==> src/rtl/riscky_pkg.sv <==
// Shared definitions for the riscky front end: widths, fetch FSM states and
// the PC increment used by the fetch unit.
package riscky_pkg;

    localparam int XLEN    = 32;
    localparam int INSTR_W = 32;
    localparam logic [INSTR_W-1:0] NOP_INSTR = 32'h0000_0013;
    localparam int PC_STEP = 4;

    // REQ: may issue a request; WAIT: a live request is outstanding;
    // DISCARD: an outstanding request was made stale by a redirect.
    typedef enum logic [1:0] {
        REQ     = 2'd0,
        WAIT    = 2'd1,
        DISCARD = 2'd2
    } fetch_state_t;

endpackage

==> src/rtl/instr_fetch_unit_if.sv <==
// Bundles the instruction-memory request/response channel, the redirect
// input and the decode-side handshake of the fetch unit.
interface instr_fetch_unit_if #(
    parameter int XLEN = 32
);
    logic            imem_req_valid;
    logic [XLEN-1:0] imem_req_addr;
    logic            imem_req_ready;
    logic            imem_rsp_valid;
    logic [XLEN-1:0] imem_rsp_data;
    logic            redirect_valid;
    logic [XLEN-1:0] redirect_pc;
    logic            instr_valid;
    logic [XLEN-1:0] instr;
    logic [XLEN-1:0] instr_pc;
    logic            instr_ready;

    // Fetch unit side.
    modport master (
        output imem_req_valid, imem_req_addr,
        input  imem_req_ready, imem_rsp_valid, imem_rsp_data,
        input  redirect_valid, redirect_pc,
        output instr_valid, instr, instr_pc,
        input  instr_ready
    );

    // Memory / pipeline side.
    modport slave (
        input  imem_req_valid, imem_req_addr,
        output imem_req_ready, imem_rsp_valid, imem_rsp_data,
        output redirect_valid, redirect_pc,
        input  instr_valid, instr, instr_pc,
        output instr_ready
    );

endinterface

==> src/rtl/fetch_fifo.sv <==
// Prefetch FIFO holding {pc, instruction} pairs. Flush has priority over
// push and pop; a simultaneous push and pop is accepted even when full.
module fetch_fifo #(
    parameter int WIDTH = 64,
    parameter int DEPTH = 4,
    localparam int PTR_W = $clog2(DEPTH),
    localparam int CNT_W = PTR_W + 1
) (
    input  logic             clk,
    input  logic             rst,
    input  logic             push,
    input  logic [WIDTH-1:0] push_data,
    input  logic             pop,
    input  logic             flush,
    output logic [CNT_W-1:0] count,
    output logic [WIDTH-1:0] head,
    output logic             full,
    output logic             empty
);

    logic [WIDTH-1:0] mem [DEPTH];
    logic [PTR_W-1:0] wr_ptr;
    logic [PTR_W-1:0] rd_ptr;
    logic             do_pop;
    logic             do_push;

    assign empty   = (count == '0);
    assign full    = (count == CNT_W'(DEPTH));
    assign do_pop  = pop && !empty;
    assign do_push = push && (!full || do_pop);
    assign head    = mem[rd_ptr];

    // Pointer and occupancy bookkeeping; flush empties the queue outright.
    always_ff @(posedge clk or posedge rst) begin
        if (rst) begin
            wr_ptr <= '0;
            rd_ptr <= '0;
            count  <= '0;
        end else if (flush) begin
            wr_ptr <= '0;
            rd_ptr <= '0;
            count  <= '0;
        end else begin
            if (do_push) begin
                wr_ptr <= wr_ptr + 1'b1;
            end
            if (do_pop) begin
                rd_ptr <= rd_ptr + 1'b1;
            end
            if (do_push && !do_pop) begin
                count <= count + 1'b1;
            end else if (!do_push && do_pop) begin
                count <= count - 1'b1;
            end
        end
    end

    // Entry storage carries no reset; empty slots are never presented.
    always_ff @(posedge clk) begin
        if (do_push && !flush) begin
            mem[wr_ptr] <= push_data;
        end
    end

endmodule

==> src/rtl/instr_fetch_unit.sv <==
// Fetch stage: owns the PC, issues one word-aligned request at a time to
// instruction memory, buffers responses with their PC and hands them to
// decode. Redirects flush the buffer and turn any in-flight request stale.
module instr_fetch_unit #(
    parameter int              XLEN       = 32,
    parameter logic [XLEN-1:0] RESET_PC   = '0,
    parameter int              FIFO_DEPTH = 4
) (
    input logic                clk,
    input logic                rst,
    instr_fetch_unit_if.master bus
);
    import riscky_pkg::*;

    localparam int CNT_W = $clog2(FIFO_DEPTH) + 1;

    fetch_state_t      state;
    logic [XLEN-1:0]   fetch_pc;
    logic [XLEN-1:0]   req_pc;
    logic [XLEN-1:0]   target_pc;
    logic [CNT_W-1:0]  count;
    logic [2*XLEN-1:0] head;
    logic              full;
    logic              empty;
    logic              has_credit;
    logic              req_fire;
    logic              push;
    logic              pop;

    // Low two bits of the redirect target are cleared to keep word alignment.
    assign target_pc = bus.redirect_pc & ~XLEN'(3);

    // Only one request may be outstanding, so in REQ nothing is in flight and
    // the reserved-slot rule reduces to "the FIFO has a free entry".
    assign has_credit = !full;

    assign bus.imem_req_valid = !rst && (state == REQ) && has_credit;
    assign bus.imem_req_addr  = fetch_pc;
    assign req_fire           = bus.imem_req_valid && bus.imem_req_ready;

    // A response in the redirect cycle belongs to the old path and is dropped.
    assign push = (state == WAIT) && bus.imem_rsp_valid && !bus.redirect_valid;

    assign bus.instr_valid = (count != '0) && !bus.redirect_valid;
    assign pop             = bus.instr_valid && bus.instr_ready;
    assign bus.instr       = empty ? '0 : head[XLEN-1:0];
    assign bus.instr_pc    = empty ? '0 : head[2*XLEN-1:XLEN];

    // Fetch FSM and program counter; a redirect overrides normal sequencing.
    always_ff @(posedge clk or posedge rst) begin
        if (rst) begin
            state    <= REQ;
            fetch_pc <= RESET_PC;
        end else if (bus.redirect_valid) begin
            fetch_pc <= target_pc;
            case (state)
                REQ:     state <= req_fire ? DISCARD : REQ;
                WAIT:    state <= bus.imem_rsp_valid ? REQ : DISCARD;
                DISCARD: state <= bus.imem_rsp_valid ? REQ : DISCARD;
                default: state <= REQ;
            endcase
        end else begin
            case (state)
                REQ: begin
                    if (req_fire) begin
                        fetch_pc <= fetch_pc + XLEN'(PC_STEP);
                        state    <= WAIT;
                    end
                end
                WAIT: begin
                    if (bus.imem_rsp_valid) begin
                        state <= REQ;
                    end
                end
                DISCARD: begin
                    if (bus.imem_rsp_valid) begin
                        state <= REQ;
                    end
                end
                default: state <= REQ;
            endcase
        end
    end

    // Remember the address of the accepted request to tag its response.
    always_ff @(posedge clk) begin
        if (req_fire) begin
            req_pc <= fetch_pc;
        end
    end

    fetch_fifo #(
        .WIDTH (2*XLEN),
        .DEPTH (FIFO_DEPTH)
    ) u_fifo (
        .clk       (clk),
        .rst       (rst),
        .push      (push),
        .push_data ({req_pc, bus.imem_rsp_data}),
        .pop       (pop),
        .flush     (bus.redirect_valid),
        .count     (count),
        .head      (head),
        .full      (full),
        .empty     (empty)
    );

endmodule

==> src/flat_wrapper.sv <==
// flat-port wrapper written by rule: the top's interface ports become plain ports
module instr_fetch_unit_flat import riscky_pkg::*;
#(
    parameter int              XLEN       = 32,
    parameter logic [XLEN-1:0] RESET_PC   = '0,
    parameter int              FIFO_DEPTH = 4
)
  (clk, rst, bus_imem_req_valid, bus_imem_req_addr, bus_imem_req_ready, bus_imem_rsp_valid, bus_imem_rsp_data, bus_redirect_valid, bus_redirect_pc, bus_instr_valid, bus_instr, bus_instr_pc, bus_instr_ready);
  instr_fetch_unit_if #(.XLEN(XLEN)) bus_i ();
  input logic clk;
  input logic rst;
  output wire logic [$bits(bus_i.imem_req_valid)-1:0] bus_imem_req_valid;
  output wire logic [$bits(bus_i.imem_req_addr)-1:0] bus_imem_req_addr;
  input wire logic [$bits(bus_i.imem_req_ready)-1:0] bus_imem_req_ready;
  input wire logic [$bits(bus_i.imem_rsp_valid)-1:0] bus_imem_rsp_valid;
  input wire logic [$bits(bus_i.imem_rsp_data)-1:0] bus_imem_rsp_data;
  input wire logic [$bits(bus_i.redirect_valid)-1:0] bus_redirect_valid;
  input wire logic [$bits(bus_i.redirect_pc)-1:0] bus_redirect_pc;
  output wire logic [$bits(bus_i.instr_valid)-1:0] bus_instr_valid;
  output wire logic [$bits(bus_i.instr)-1:0] bus_instr;
  output wire logic [$bits(bus_i.instr_pc)-1:0] bus_instr_pc;
  input wire logic [$bits(bus_i.instr_ready)-1:0] bus_instr_ready;
  assign bus_imem_req_valid = bus_i.imem_req_valid;
  assign bus_imem_req_addr = bus_i.imem_req_addr;
  assign bus_i.imem_req_ready = bus_imem_req_ready;
  assign bus_i.imem_rsp_valid = bus_imem_rsp_valid;
  assign bus_i.imem_rsp_data = bus_imem_rsp_data;
  assign bus_i.redirect_valid = bus_redirect_valid;
  assign bus_i.redirect_pc = bus_redirect_pc;
  assign bus_instr_valid = bus_i.instr_valid;
  assign bus_instr = bus_i.instr;
  assign bus_instr_pc = bus_i.instr_pc;
  assign bus_i.instr_ready = bus_instr_ready;
  instr_fetch_unit #(.XLEN(XLEN), .RESET_PC(RESET_PC), .FIFO_DEPTH(FIFO_DEPTH)) u_core (.clk(clk), .rst(rst), .bus(bus_i));
endmodule
==> config.mk <==
export PLATFORM = sky130hd
export DESIGN_NAME = instr_fetch_unit_flat
export DESIGN_NICKNAME = d
export VERILOG_FILES = /design/src/rtl/riscky_pkg.sv /design/src/rtl/instr_fetch_unit_if.sv /design/src/rtl/fetch_fifo.sv /design/src/rtl/instr_fetch_unit.sv /design/src/flat_wrapper.sv
export SDC_FILE = /design/constraint.sdc
export NUM_CORES = 1
export LEC_CHECK = 0
export CAP_MARGIN = 20
export CORE_UTILIZATION = 55
export CTS_CLUSTER_DIAMETER = 120
export CTS_CLUSTER_SIZE = 25
export DETAILED_ROUTE_END_ITERATION = 10
export GPL_TIMING_DRIVEN = 0
export PLACE_DENSITY = 0.91
export SKIP_LAST_GASP = 1
export SLEW_MARGIN = 30
export SYNTH_ARGS = -nofsm -noshare
export SYNTH_HDL_FRONTEND = slang
export SYNTH_SLANG_ARGS = --single-unit
==> constraint.sdc <==
create_clock -name clk -period 3.5 [get_ports clk]
set_input_delay 0.525 -clock clk [delete_from_list [all_inputs] [get_ports clk]]
set_output_delay 0.525 -clock clk [all_outputs]
set_load 0.03 [all_outputs]
== After elaboration in Yosys (flattened, before gate mapping) ==
Memory sizes are Yosys's and may differ from the RTL's.
Index checks and enable logic that the tools add are counted.
Storage, ports and cells
  word-level logic and storage cells: 68
  input bits: 70
  register bits: 73
  output and inout bits: 98
  memories: 1
  memory bits (writable): 256
Operators by class
  multiplexer cells: 21
  eq/ne operators: 5
  reductions and logical operators: 30
  add/subtract/negate cells: 5
Memory list
  u_core.u_fifo.mem: words 4, bits a word 64, read ports 1, clocked after memory_dff 0, write ports 1, RTL line fetch_fifo.sv:21  | logic [WIDTH-1:0] mem [DEPTH];
Operator list (number)
  $mux W32: 5
  $add A32 B3 Y32 const B: 1
  $mux W2: 9
  $logic_and A1 B1 Y1: 12
  $mux W3: 3
  $pmux W2 S2: 2
  $reduce_bool A2 Y1: 4
  $logic_not A1 Y1: 6
  $reduce_bool A3 Y1: 2
  $add A2 B1 Y2 const B: 2
  $reduce_and A2 Y1: 2
  $add A3 B1 Y3 const B: 1
  $eq A3 B3 Y1 const B: 1
  $logic_not A3 Y1: 1
  $ne A3 B1 Y1 const B: 1
  $ne A3 B2 Y1 const B: 1
  $sub A3 B1 Y3 const B: 1
  $eq A2 B1 Y1 const B: 1
  $eq A2 B2 Y1 const B: 1
  $logic_not A2 Y1: 1
  $mux W1: 2
  $reduce_or A2 Y1: 1
  $logic_or A1 B1 Y1: 1

== Logic depth before layout (Yosys ltp) ==
  depth in word-level cells: 11
  gate-level depth with buffers: 8
  mapped depth without buffers: 8

== Hierarchy ==
Synthesis repeated with hierarchy kept, for this count alone.
Unflattened totals
  cells, all modules: 716
  area total of the unflattened synthesis: 13120.1 um^2
By module, submodules not included
  fetch_fifo: times used 1, sequential area each 7862.5 um^2, cells each 398, area an instance 9794.4 um^2
  instr_fetch_unit: times used 1, sequential area each 1701.6 um^2, cells each 318, area an instance 3325.7 um^2

== Worst setup path after synthesis ==
OpenSTA, ideal clock, no wires.
  kind: input to register
  start: input port bus_redirect_valid
  end: memory u_core.u_fifo.mem[1][0], enable pin
  slack: 0.344 ns
  stages on the path: 4
  data required time: 3.074 ns
  buffers on the path: 1
  library setup time: 0.426 ns
  data arrival time: 2.729 ns
  path through: clkbuf_1 > nand3b_1 > a21oi_1 > and2_1
Between the ends
  word-level cells in the longest chain between the ends: 9
  elaborated cells on any way between the ends: 10
  those cells by class: mux (2); reduce/logical (8)
RTL lines
  start, declared: RTL line flat_wrapper.sv:17  | input wire logic [$bits(bus_i.redirect_valid)-1:0] bus_redirect_valid;
  $logic_not A1 Y1 (*): RTL line fetch_fifo.sv:60, instr_fetch_unit.sv:42, instr_fetch_unit.sv:44
  $logic_and A1 B1 Y1: RTL line instr_fetch_unit.sv:44  | assign bus.instr_valid = (count != '0) && !bus.redirect_valid;
  $logic_and A1 B1 Y1: RTL line instr_fetch_unit.sv:45  | assign pop = bus.instr_valid && bus.instr_ready;
  $logic_and A1 B1 Y1: RTL line fetch_fifo.sv:29  | assign do_pop = pop && !empty;
  $logic_or A1 B1 Y1: RTL line fetch_fifo.sv:30  | assign do_push = push && (!full || do_pop);
  $logic_and A1 B1 Y1: RTL line fetch_fifo.sv:30
  $logic_and A1 B1 Y1 (*): RTL line fetch_fifo.sv:60  | if (do_push && !flush) begin
  $mux W1 (*): RTL line fetch_fifo.sv:60
  $mux W1 (not written as such) (*): RTL line fetch_fifo.sv:61  | mem[wr_ptr] <= push_data;
  end, declared: RTL line fetch_fifo.sv:21
Every way passes the cells marked *; elsewhere a longest branch is shown, timed or not.

== Worst setup path in the final report ==
  start: register u_core.u_fifo.rd_ptr[0]
  end: output port bus_instr_pc[13]
Between the ends
  word-level cells in the longest chain between the ends: 2
RTL lines
  start, declared: RTL line fetch_fifo.sv:23  | logic [PTR_W-1:0] rd_ptr;
  start signal, assigned: RTL line fetch_fifo.sv:48  | rd_ptr <= rd_ptr + 1'b1;
  $mem_v2 Z4 W64
  $mux W32: RTL line instr_fetch_unit.sv:47  | assign bus.instr_pc = empty ? '0 : head[2*XLEN-1:XLEN];
  end, declared: RTL line flat_wrapper.sv:21  | output wire logic [$bits(bus_i.instr_pc)-1:0] bus_instr_pc;
Every way passes these cells.

==> flow_summary.json <==
{
  "outcome": "complete, no violations",
  "crit_path_end_kind": "output port",
  "cp_slowest_cell": "clkdlybuf4s50_1",
  "drc": 0,
  "cts_buffers": 16,
  "yosysWarnings": 0,
  "slew_viol_final": 0,
  "startpoint_type": "flip-flop",
  "rsz0062_at_grt": "false",
  "crit_type": "reg -> out",
  "grt_max_degree": 45,
  "post_dp_cell_area_sq_um": 14800,
  "clock_path_buffers": 3,
  "total_leakage_power_nw": 4.89,
  "io_buffers": 160,
  "fill_cells": 1441,
  "crit_start": "u_core.u_fifo.rd_ptr[0]$_DFFE_PP0P_",
  "routedWlPerCell_um": 21.8,
  "p_per_area_nw_per_um2": 691,
  "clock-sinks": 317,
  "routabilityCongestion": 0.869,
  "grt_pass1_vias": 7275,
  "drive_gt1_share_pct": 13.1,
  "syn_to_final_growth_pct": 20.3,
  "period_needed_ns": 3.34,
  "r2r-start": "u_core.u_fifo.count[0]$_DFFE_PP0P_",
  "synth_cell_types": 49,
  "root_buffer": "clkbuf_16",
  "synthTopCellsByCount": "edfxtp_1, nor2b_1, mux4_2",
  "routed_via_density": 6.04,
  "htreeDepth": 1,
  "synth.most_common_cell": "edfxtp_1",
  "setup_slack_ns": 0.162,
  "syn-instance-count": 716,
  "fin_nets": 980,
  "synthTopCellsByArea": "edfxtp_1, mux4_2, dfrtp_1, nor2b_1, or4_1",
  "post-route-period-util_pct": 95.4,
  "critPathArrivalTime_ns": 2.81,
  "die_w_um": 154,
  "die_area_sq_um": 23800,
  "setup_viol": 0,
  "clk_latency_ns": 0.50,
  "holdCritPathClass": "in -> async",
  "avgSynthCellArea_sq_um": 17.8,
  "io-pin-count": 168,
  "drtIter0Drc": 607,
  "reg2reg_setup_slack_ns": 0.68,
  "relSlewSlack_pct": 44.8,
  "final_hold_viol_count": 0,
  "ir_worst_vdd_mv": 0.361,
  "tightest_slew_ns": 0.827,
  "fmax_mhz": 300,
  "critPathRequiredTime_ns": 2.97,
  "vias": 7224,
  "cts_tree": "done",
  "core_area_sq_um": 22600,
  "fin_hold_ws_ns": 0.427,
  "max_stage_delay_ns": 0.65,
  "skew_ns": 0.0177,
  "die_y_um": 154,
  "antenna_cells": 0,
  "synth-seq-cells": 317,
  "synth_top_area_cell": "edfxtp_1",
  "fin_area_sq_um": 15300,
  "tns_ns": 0,
  "detailed_place_hpwl_um": 17200,
  "antenna_left": 0,
  "grt_remaining_overflow": 0,
  "dp_slack_ns": 0.253,
  "total_power_mw": 10.6,
  "cap_violations": 0,
  "drt-pass1-iter-count": 5,
  "placementRows": 55,
  "r2r_cells": 8,
  "seq_area_frac_synth_pct": 73.2,
  "syn_area_sq_um": 12700,
  "postCtsHoldBufs": 0,
  "grt_pass1_wl_um": 40600,
  "synth-edff-count": 278,
  "critPathMaxFanout": 10,
  "synthFlopType": "edfxtp_1",
  "async_flop_share_pct": 12.3,
  "antenna_found_initial": 0,
  "synth_top_cell_area_share_pct": 65.6,
  "r2r-end": "u_core.u_fifo.count[2]$_DFFE_PP0P_",
  "grt_use_total_pct": 22.5,
  "path_cells": "buf_2 > mux4_2 > nor2b_1 > clkdlybuf4s50_1",
  "clkTransAtPathRegs_ns": 0.10,
  "wl_um": 26000,
  "initial_core_util_pct": 56.2
}
## per-layer routing
metal | share of wire [%] | wire, um | global-route usage, % | up-vias
li1 | - | - | - | 3189
met1 | 41 | 10600 | 30.6 | 3661
met2 | 51 | 13200 | 38.4 | 337
met3 | 6.8 | 1780 | 3.07 | 37
met4 | 2.0 | 527 | 6.05 | 0
met5 | 0 | 0 | 0 | -
## what timing repair did
item                                   4_1_cts  5_1_grt
setup endpoints to repair                   60       23
endpoints found under the hold margin        0        0
gates resized for setup                      6        6
setup buffers                                0        0
## power by group
group	leakage, nW	total, mW	switching [mW]	internal, mW
registers	2.97	4.53	0.194	4.33
logic	1.69	4.04	2.29	1.75
clock network	0.226	2.02	1.10	0.921
## kinds of logic after synthesis
| group | Yosys count | synth area share, % |
|---|---|---|
| DFF | 317 | 73.2 |
| and+or+nand+nor | 199 | 8.97 |
| muxes | 64 | 11.1 |
| AOI/OAI and AO/OA | 63 | 3.19 |
| buffers and inverters | 53 | 1.83 |
| xor gates and xnor gates | 10 | 0.688 |
| adders and majority gates | 9 | 0.943 |
| other | 1 | 0.0294 |
## worst max-delay path by stage
stage | to | slack, ns | cells after the start
3_5_place_dp | bus_instr_pc[13] | 0.25 | 5
3_3_place_gp | u_core.u_fifo.mem[1][6]$_DFFE_PP_ | -1.05 | 4
6_report | bus_instr_pc[13] | 0.16 | 4
4_1_cts | bus_instr[7] | 0.009 | 4
5_1_grt | bus_instr_pc[12] | 0.003 | 4
2_1_floorplan | u_core.u_fifo.mem[1][0]$_DFFE_PP_ | 0.34 | 4
## cells in the final DEF (no fill, tap or decap), types with 5 or more instances in the layout
master,synthesis,routed
edfxtp_1,278,278
clkdlybuf4s50_1,0,160
nor2b_1,65,65
mux4_2,62,62
dfrtp_1,39,38
nand2_1,32,32
clkbuf_1,23,25
nor2_1,23,23
or4_1,19,19
clkbuf_16,0,17
o21ai_0,16,16
nand3_1,15,15
o31ai_1,15,15
a31oi_1,15,15
inv_1,12,10
buf_2,9,9
xnor2_1,8,8
ha_1,8,8
nand4_1,7,7
or3_1,7,7
clkbuf_2,0,7
buf_4,6,6
a21oi_1,5,5
## worst max-delay path: cells and delay by family (launching register included)
family	cells	cell delay [ns]
mux	1	0.55
flops	1	0.56
simple gates	1	0.15
buf+inv	2	1.05
## per-stage QoR
| stage | utilization (%) | std cells |
|---|---|---|
| 6_report | 67.7 | 1196 |
| 5_1_grt | 67.7 | 1196 |
| 4_1_cts | 67.6 | 1196 |
| 2_1_floorplan | - | 719 |
| 3_3_place_gp | 64.9 | 1164 |
| 3_5_place_dp | 65.5 | 1170 |
## state kept, by name (all words and copies together) (netlist names)
register,flops
u_core.bus.imem_req_addr,30
u_core.req_pc,30
u_core.state,2
u_core.u_fifo.count,3
u_core.u_fifo.mem,248
u_core.u_fifo.rd_ptr,2
u_core.u_fifo.wr_ptr,2
## layout make-up
| type | count | area (sq um) | area share [%] |
|---|---|---|---|
| repair buffers | 166 | 1720 | 11.2 |
| well taps | 285 | 357 | 2.33 |
| inverters | 13 | 48.8 | 0.319 |
| flip-flops and latches | 317 | 9330 | 60.9 |
| clock inverters | 1 | 8.76 | 0.0572 |
| plain buffers | 38 | 185 | 1.21 |
| clock buffers | 27 | 463 | 3.02 |
| multi-input cells | 349 | 3210 | 21.0 |
Power figures use the tool's default switching activity.
